===== config.mk =====
export PLATFORM = sky130hd
export DESIGN_NAME = rf_wport_arb
export DESIGN_NICKNAME = d
export VERILOG_FILES = /design/src/rtl/rf_arb_pkg.sv /design/src/rtl/rf_wport_arb_rr_pick.sv /design/src/rtl/rf_wport_arb.sv
export SDC_FILE = /design/constraint.sdc
export NUM_CORES = 1
export LEC_CHECK = 0
export CAP_MARGIN = 10
export CORE_ASPECT_RATIO = 0.7
export CORE_MARGIN = 1
export CORE_UTILIZATION = 29
export DETAILED_ROUTE_END_ITERATION = 12
export PLACE_DENSITY = 0.75
export SLEW_MARGIN = 20
export SYNTH_ARGS = -nofsm -noshare
export SYNTH_HDL_FRONTEND = slang
export SYNTH_SLANG_ARGS = --single-unit

===== constraint.sdc =====
create_clock -name clk -period 1.8 [get_ports clk]
set_input_delay 0.27 -clock clk [delete_from_list [all_inputs] [get_ports clk]]
set_output_delay 0.27 -clock clk [all_outputs]
set_load 0.03 [all_outputs]

===== src/rtl/rf_arb_pkg.sv =====
// Shared constants and helpers for the register-file write-port arbiter.
// No logic of its own; imported by rf_wport_arb and rr_pick.
// rr_first is a reference one-hot round-robin picker for up to 8 requesters.
package rf_arb_pkg;

  localparam int RN_W = 5;
  localparam logic [RN_W-1:0] RZERO = 5'd0;
  localparam int MAX_REQ = 8;

  // First set bit of valid at or after ptr, wrapping over 8 positions.
  // Unused upper bits must be zero; wrapping over 8 then matches wrapping
  // over the real requester count because ptr is always below that count.
  function automatic logic [MAX_REQ-1:0] rr_first(input logic [MAX_REQ-1:0] valid,
                                                  input logic [2:0] ptr);
    logic [MAX_REQ-1:0] grant;
    logic [2:0] idx;
    logic found;
    grant = '0;
    found = 1'b0;
    for (int k = 0; k < MAX_REQ; k++) begin
      idx = ptr + 3'(k);
      if (!found && valid[idx]) begin
        grant[idx] = 1'b1;
        found = 1'b1;
      end
    end
    return grant;
  endfunction

endpackage


===== src/rtl/rf_wport_arb_rr_pick.sv =====
// Round-robin pick: rotate request vector by ptr, take lowest set bit, unrotate.
// Latency: purely combinational, zero cycles.
// Backpressure: none here; the caller gates the grant with slot availability.
module rr_pick
  import rf_arb_pkg::*;
#(
  parameter int N  = 4,
  parameter int PW = 2
) (
  input  logic [N-1:0]  i_valid,
  input  logic [PW-1:0] i_ptr,
  output logic [N-1:0]  o_grant
);

  logic [2*N-1:0] w_dbl;
  logic [N-1:0]   w_rot;
  logic [N-1:0]   w_rot_pick;
  logic [2*N-1:0] w_unrot;

  // Rotate so that index ptr lands at bit 0, isolate lowest set bit, rotate back.
  always_comb begin
    w_dbl      = {i_valid, i_valid} >> i_ptr;
    w_rot      = w_dbl[N-1:0];
    w_rot_pick = w_rot & (~w_rot + 1'b1);
    w_unrot    = {w_rot_pick, w_rot_pick} << i_ptr;
    o_grant    = w_unrot[2*N-1:N];
  end

endmodule


===== src/rtl/rf_wport_arb.sv =====
// Register-file write-port arbiter: one registered {we,wn,d} slot fed round-robin.
// Latency: request accepted at edge t drives we/wn/d from t; commits at first unstalled edge.
// Backpressure: req_ready drops while wr_stall holds a valid write; RFARB_FIXED_PRIO_EN selects fixed priority.
module rf_wport_arb
  import rf_arb_pkg::*;
#(
  parameter int NREQ = 4,
  parameter int W    = 32
) (
  input  logic                 clk,
  input  logic                 clrn,
  input  logic [NREQ-1:0]      req_valid,
  output logic [NREQ-1:0]      req_ready,
  input  logic [RN_W*NREQ-1:0] req_rn,
  input  logic [W*NREQ-1:0]    req_d,
  input  logic                 wr_stall,
  output logic [RN_W-1:0]      wn,
  output logic                 we,
  output logic [W-1:0]         d
);

  logic            r_we;
  logic [RN_W-1:0] r_wn;
  logic [W-1:0]    r_d;

  logic [NREQ-1:0] w_grant;
  logic            w_free;
  logic [RN_W-1:0] w_sel_rn;
  logic [W-1:0]    w_sel_d;

`ifdef RFARB_FIXED_PRIO_EN
  // Lowest index wins; no pointer state exists in this build.
  always_comb begin
    w_grant = req_valid & (~req_valid + 1'b1);
  end
`else
  localparam int PW = (NREQ > 1) ? $clog2(NREQ) : 1;

  logic [PW-1:0] r_ptr;
  logic [PW-1:0] w_gidx;
  logic [PW-1:0] w_ptr_nxt;

  rr_pick #(.N(NREQ), .PW(PW)) u_pick (
    .i_valid (req_valid),
    .i_ptr   (r_ptr),
    .o_grant (w_grant)
  );

  // Encode the winner index and the pointer value just past it.
  always_comb begin
    w_gidx = '0;
    for (int i = 0; i < NREQ; i++) begin
      if (w_grant[i]) w_gidx = PW'(i);
    end
    w_ptr_nxt = (w_gidx == PW'(NREQ - 1)) ? '0 : w_gidx + 1'b1;
  end

  // Pointer advances only when a request is actually taken.
  always_ff @(posedge clk) begin
    if (!clrn) begin
      r_ptr <= '0;
    end else if (w_free && (|w_grant)) begin
      r_ptr <= w_ptr_nxt;
    end
  end
`endif

  // Select the winner's register number and data; grant is one-hot.
  always_comb begin
    w_sel_rn = '0;
    w_sel_d  = '0;
    for (int i = 0; i < NREQ; i++) begin
      if (w_grant[i]) begin
        w_sel_rn = req_rn[RN_W*i +: RN_W];
        w_sel_d  = req_d[W*i +: W];
      end
    end
  end

  // Slot is free when it is empty or is being committed this edge, so
  // back-to-back writes need no bubble. Reset forces ready low.
  always_comb begin
    w_free    = !r_we || !wr_stall;
    req_ready = (clrn && w_free) ? w_grant : '0;
  end

  // Output slot: load winner, clear enable on idle, hold while stalled.
  // r0 writes load wn/d but leave we low so the register file ignores them.
  always_ff @(posedge clk) begin
    if (!clrn) begin
      r_we <= 1'b0;
      r_wn <= '0;
      r_d  <= '0;
    end else if (w_free) begin
      if (|w_grant) begin
        r_we <= (w_sel_rn != RZERO);
        r_wn <= w_sel_rn;
        r_d  <= w_sel_d;
      end else begin
        r_we <= 1'b0;
      end
    end
  end

  assign we = r_we;
  assign wn = r_wn;
  assign d  = r_d;

endmodule


==> results of run 1 <==
-- how the worst max path moves through the flow --
stage                        end  slack (ns)  cells past startpoint
floorplan           req_ready[2]       -0.02                      6
global placement              we       -0.51                      7
detailed placement            we       -0.59                      8
CTS                           we       -0.10                      6
global route                  we       -0.20                      7
finish                        we       -0.10                      6
-- final cells by class --
cell class	instances	area [µm²]
multi-input cells	247	1754
repair buffers	231	2273
well taps	101	126.4
clock buffers	7	152.6
fillers	687	2955
flip-flops and latches	40	808.3
inverters	1	3.754
-- where the power goes --
part	total (mW)	internal [mW]	switching [mW]
registers	1.06	0.999	0.0637
logic	1.67	0.881	0.792
clock network	0.913	0.581	0.332
total	3.65	2.46	1.19
-- timing repair --
item,in CTS,in global routing
cloned,0,0
pin swaps,2,9
setup buffers,1,1
setup endpoints to repair,43,34
resized for setup,21,37
-- layer usage --
| metal | track usage, % | up-vias | routed length, µm |
|---|---|---|---|
| met5 | 0 | - | 0 |
| met4 | 6.400 | 0 | 146 |
| met3 | 7.365 | 10 | 981 |
| met2 | 39.69 | 134 | 4966 |
| met1 | 27.08 | 1577 | 4606 |
| li1 | - | 1615 | - |
-- tightest hold or removal path, cell delays in order (launching register included) --
cell      delay, ns
dfxtp_1        0.31
nand2_1        0.05
a21boi_1       0.05
-- stage by stage --
step	hold slack (ns)	instance area (µm²)	setup TNS, ns	instances	setup WS, ns
detailed placement	0.4484	4726	-19.20	618	-0.5897
global placement	0.4419	4726	-17.31	618	-0.5085
finish	0.4554	5119	-0.2312	627	-0.1010
floorplan	0.4652	2506	-0.02721	321	-0.02485
global route	0.4680	5119	-1.051	627	-0.1973
CTS	0.4565	4940	-0.1433	626	-0.1006
-- sequential cells by signal, summed over array words and instances (netlist names) --
| name | cells |
|---|---|
| d | 32 |
| wn | 5 |
| r_ptr | 2 |
| we | 1 |
-- cell usage in the layout (no fill, tap or decap), types with 9 or more instances in the layout --
cell type,instances
a21boi_0,19
a21boi_1,10
a21o_1,25
a221oi_1,10
a221oi_2,22
a22oi_1,9
buf_4,28
clkdlybuf4s50_1,188
dfxtp_1,38
nand2_1,62
o21ai_0,35
-- logic make-up after synthesis --
kind of cell           after synthesis  share of synthesized area, %
DFF                                 40                         32.21
AOI/OAI and AO/OA                  162                         47.26
buffers and inverters               34                         6.290
and+or+nand+nor                     85                         14.24
==> run metrics, run 1 <==
status complete, but fails checks; violated checks setup timing; Nets 681; Post-DRT Antenna Nets 0; Synth Cell Area 0.002486 mm²; Synth Flop Type dfxtp_1; Clock Sinks 40; Max transition margin 74.31%; final hold viol count 0; power consumption 3.648 mW; Clock Path Buffers 2; Hold Path End d[29]; asr flop ratio synth 0%; die height 79.47 µm; Starting DRT DRC Count 142; first-pass GRT wire length 16340 µm; Slew @ Worst Pin 0.3854 ns; WL/cell 17.07 µm; die area 0.008953 mm²; commonest cells in the netlist nand2_1 (63), dfxtp_1 (40), o21ai_0 (35), a221oi_1 (32), a21o_1 (25); PD cells 712.7 mW/mm²; Yosys reg bits 40; Post-Route Utilization 63.40%; Final Cycle Share 105.6%; initial antenna violation count 0; DRT Pass-1 Iters 4; Yosys cell types 39; Layout area overhead 105.9%; CTS clock-pin slew for the worst setup and hold paths 0.06 ns; Max stage delay on crit path 0.39 ns; reg2reg start r_ptr[1]; Buf+Inv Stages, Crit Path 1; final setup violation count 3; leading post-synthesis cells by cell area dfxtp_1 (32%), a221oi_1 (11%), nand2_1 (9.5%); maximum level of the CTS H-tree 2; port bufs 196; layout cells sized above 1 17.30%; Synth Warn # 0; Hold WC Path Type reg2reg; Post-Syn Nets 476; Post-synth EDFFs 0; largest net degree at the start of global routing 41; clk_lat worst skew 0.27 ns; terminus of the critical flop-to-flop path we; initial core utilization 30.79%; Final Skew 0.004709 ns; Cell Chain, Critical Path o21a_4, o21a_1, buf_6, a222oi_1, nand4_1, o41a_1; Yosys top cell area share 32.21%; R2R cell count 6; Chip Width 112.7 µm; TritonCTS clock tree yes; dominant cell type by area after synthesis dfxtp_1; ant diodes 0; fin crit period 1.901 ns; Clk Tree Root Cell clkbuf_16; crit-path leading delay family compound AO/OA/AOI/OAI gates; worst hold stages 2; kind of critical path reg2reg; CP max-delay cell a222oi_1; Core ar. 0.008074 mm²; FF-to-FF setup slack -0.10 ns; Ports 197; CP required 1.96 ns; gate count after technology mapping 321; CTS Hold Bufs 0; Max Freq 0.5260 GHz; Max Cap Viol 0; CP Launch Type flip-flop; # rows 27; CP startpoint r_ptr[1]; total track usage 22.84%; total grt overflow 0; syn avg cell area 7.745 µm²; most numerous cell in the Yosys netlist nand2_1; sequential-to-total area share from yosys stat 32.21%; # DRC 0; RSZ-0062 raised after global routing yes; Max FO, Critical Path 9; PnR worst setup slack -0.1010 ns; worst hold start d[29]; Crit. End Element flip-flop; Total Wirelength 10700 µm; vias in the first global route 3377; LEAKAGE 1.943 nW; Vias 3336; total CTS buffers 5; max-slew violation count 0; Post-DP HPWL 7970 µm; DR vias/cell 5.321; routability cong. 0.9884; Crit path arrival time 2.06 ns; worst vdd ir 0.3431 mV
Note: power is estimated with default switching activity, not from simulation.
==> inputs of run 2 (changes only) <==
--- a/config.mk
+++ b/config.mk
@@ -7,10 +7,10 @@
 export LEC_CHECK = 0
 export CAP_MARGIN = 10
 export CORE_ASPECT_RATIO = 0.7
-export CORE_MARGIN = 1
 export CORE_UTILIZATION = 29
 export DETAILED_ROUTE_END_ITERATION = 12
 export PLACE_DENSITY = 0.75
+export SETUP_SLACK_MARGIN = 0.15
 export SLEW_MARGIN = 20
 export SYNTH_ARGS = -nofsm -noshare
 export SYNTH_HDL_FRONTEND = slang
==> run metrics, run 2 (synthesized netlist as in run 1, its figures left out) <==
status complete, but fails checks; violated checks setup timing; Max Cap Viol 0 (unchanged); commonest cells after routing, fill and taps aside clkdlybuf4s50_1 (188), nand2_1 (62), dfxtp_1 (38), o21ai_0 (35), buf_4 (32); Chip Width 112.7 µm (unchanged); kind of critical path reg2reg; Internal 2.817 mW (+14%); TritonCTS clock tree yes; ant diodes 0 (unchanged); Post-DRT Antenna Nets 0 (unchanged); Hold WC Path Type reg2reg; LEAKAGE 2.171 nW (+12%); layout cells sized above 1 23.95% (+6.6 points); worst hold start d[12]; routability cong. 0.9023 (-8.7%); Hold Slack 0.4515 ns (-0.003940 ns); Nets 701 (+2.9%); CP required 1.96 ns (about the same); largest net degree at the start of global routing 41 (unchanged); Post-DP HPWL 8107 µm (+1.7%); clk_lat worst skew 0.28 ns (about the same); Slew @ Worst Pin 0.4178 ns (+0.03239 ns); CTS Hold Bufs 0 (unchanged); Post-Route Utilization 70.71% (+7.3 points); Net Sw Frac 32.32% (-0.21 points); Core ar. 0.008074 mm² (unchanged); Ports 197 (unchanged); initial core utilization 30.79% (unchanged); Reg power frac 25.5% (-3.6 points); FILL cells 593 (-14%); Reg area 808.3 µm² (unchanged); CP Launch Type flip-flop; fin crit period 1.971 ns (+0.07012 ns); total grt overflow 0 (unchanged); Final Skew 0.005803 ns (+0.001095 ns); Max Freq 0.5073 GHz (-3.6%); die height 79.47 µm (unchanged); max reg flops 32 (unchanged); PnR worst setup slack -0.1711 ns (-0.07012 ns); initial antenna violation count 0 (unchanged); Max FO, Critical Path 3 (-6); Clock Path Buffers 2 (unchanged); CP startpoint r_ptr[1]; Comb pwr share 48.5% (+2.7 points); RSZ-0062 raised after global routing yes; final hold viol count 0 (unchanged); die area 0.008953 mm² (unchanged); total CTS buffers 5 (unchanged); Final Cycle Share 109.5% (+3.9 points); maximum level of the CTS H-tree 2 (unchanged); first-pass GRT wire length 17610 µm (+7.8%); DRT Pass-1 Iters 4 (unchanged); vias in the first global route 3505 (+3.8%); Clock Sinks 40 (unchanged); area taken by multi-input logic gates 0.001972 mm² (+12%); Starting DRT DRC Count 249 (+75%); DR vias/cell 5.486 (+3.1%); Layout area overhead 129.6%; Psw 1.345 mW (+13%); final setup violation count 16 (+13); WL/cell 19.15 µm (+12%); clock network fraction of total power 26.0% (+1.0 points); reg2reg start r_ptr[1]; most common cell after layout, fill and taps aside clkdlybuf4s50_1; worst vdd ir 0.4632 mV (+35%); total track usage 25.30% (+2.5 points); PD cells 729.0 mW/mm² (+2.3%); Vias 3555 (+6.6%); port bufs 196 (unchanged); Total Wirelength 12410 µm (+16%); CTS clock-pin slew for the worst setup and hold paths 0.06 ns (about the same); # rows 27 (unchanged); Clk Tree Root Cell clkbuf_16; max-slew violation count 0 (unchanged); # DRC 0 (unchanged); Crit path arrival time 2.13 ns (+0.07 ns); Crit. End Element flip-flop; Max transition margin 71.93% (-2.4 points)
## run 2: cell type report
| type | instances | share of cell area, % |
|---|---|---|
| clock inverters | 1 | 0.5260 |
| repair buffers | 251 | 45.83 |
| well taps | 101 | 2.213 |
| inverters | 1 | 0.06575 |
| flip-flops and latches | 40 | 14.16 |
| multi-input cells | 247 | 34.54 |
| clock buffers | 7 | 2.674 |
## run 2: worst paths after layout
check | slack [ns] | depth (start not counted) | end
worst max-delay path | -0.17 | 7 | we
worst min-delay path | 0.45 | 2 | d[12]
worst max register to register | -0.17 | 7 | we
worst min register to register | 0.45 | 2 | d[12]
## run 2: routing by layer
layer | vias up | track usage, % | wire [µm] | share of wire (%)
met2 | 168 | 45.19 | 6057 | 49
met4 | 0 | 7.200 | 244 | 2.0
met5 | - | 0 | 0 | 0
li1 | 1655 | - | - | -
met1 | 1706 | 29.57 | 5130 | 41
met3 | 26 | 7.289 | 978 | 7.9
## run 2: power by group through the flow
stage	sequential, mW	combinational (mW)	clock [mW]
final	1.06	2.02	1.08
after floorplan	1.28	0.572	0
after global placement	1.08	1.53	0
after detailed placement	1.08	1.56	0
after CTS	1.06	1.85	1.10
after global routing	1.07	2.13	1.14
## run 2: critical path, stage by stage (launching register included)
cell and delay, ns:
dfxtp_4 0.35, buf_4 0.12, nand2b_4 0.13, a21oi_4 0.06, o21a_4 0.23, a222oi_1 0.43, nand4_1 0.15, o41a_1 0.39
## run 2: per-stage QoR
stage	setup WS [ns]	power (mW)	instances	cell area, µm²	setup TNS (ns)
2_1_floorplan	-0.0009073	1.850	321	2532	-0.0009073
3_3_place_gp	-0.4892	2.608	614	4727	-14.99
3_5_place_dp	-0.5716	2.638	614	4727	-18.35
4_1_cts	-0.1182	4.007	637	5434	-0.2425
5_1_grt	-0.2254	4.341	648	5709	-2.225
6_report	-0.1711	4.162	648	5709	-0.9665
## run 2: timing repair
action | in CTS | in global routing
buffers inserted | 12 | 9
setup endpoints to repair | 44 | 44
gates resized for setup | 92 | 28
pin swaps | 57 | 35
gates cloned | 3 | 2
==> inputs of run 3 (changes only) <==
--- a/config.mk
+++ b/config.mk
@@ -5,10 +5,12 @@
 export SDC_FILE = /design/constraint.sdc
 export NUM_CORES = 1
 export LEC_CHECK = 0
+export ABC_AREA = 0
 export CAP_MARGIN = 10
 export CORE_ASPECT_RATIO = 0.7
 export CORE_UTILIZATION = 29
 export DETAILED_ROUTE_END_ITERATION = 12
+export HOLD_SLACK_MARGIN = 0.12
 export PLACE_DENSITY = 0.75
 export SETUP_SLACK_MARGIN = 0.15
 export SLEW_MARGIN = 20
==> results of run 3 <==
Final layout, timing and power as in run 2 (identical DEF).
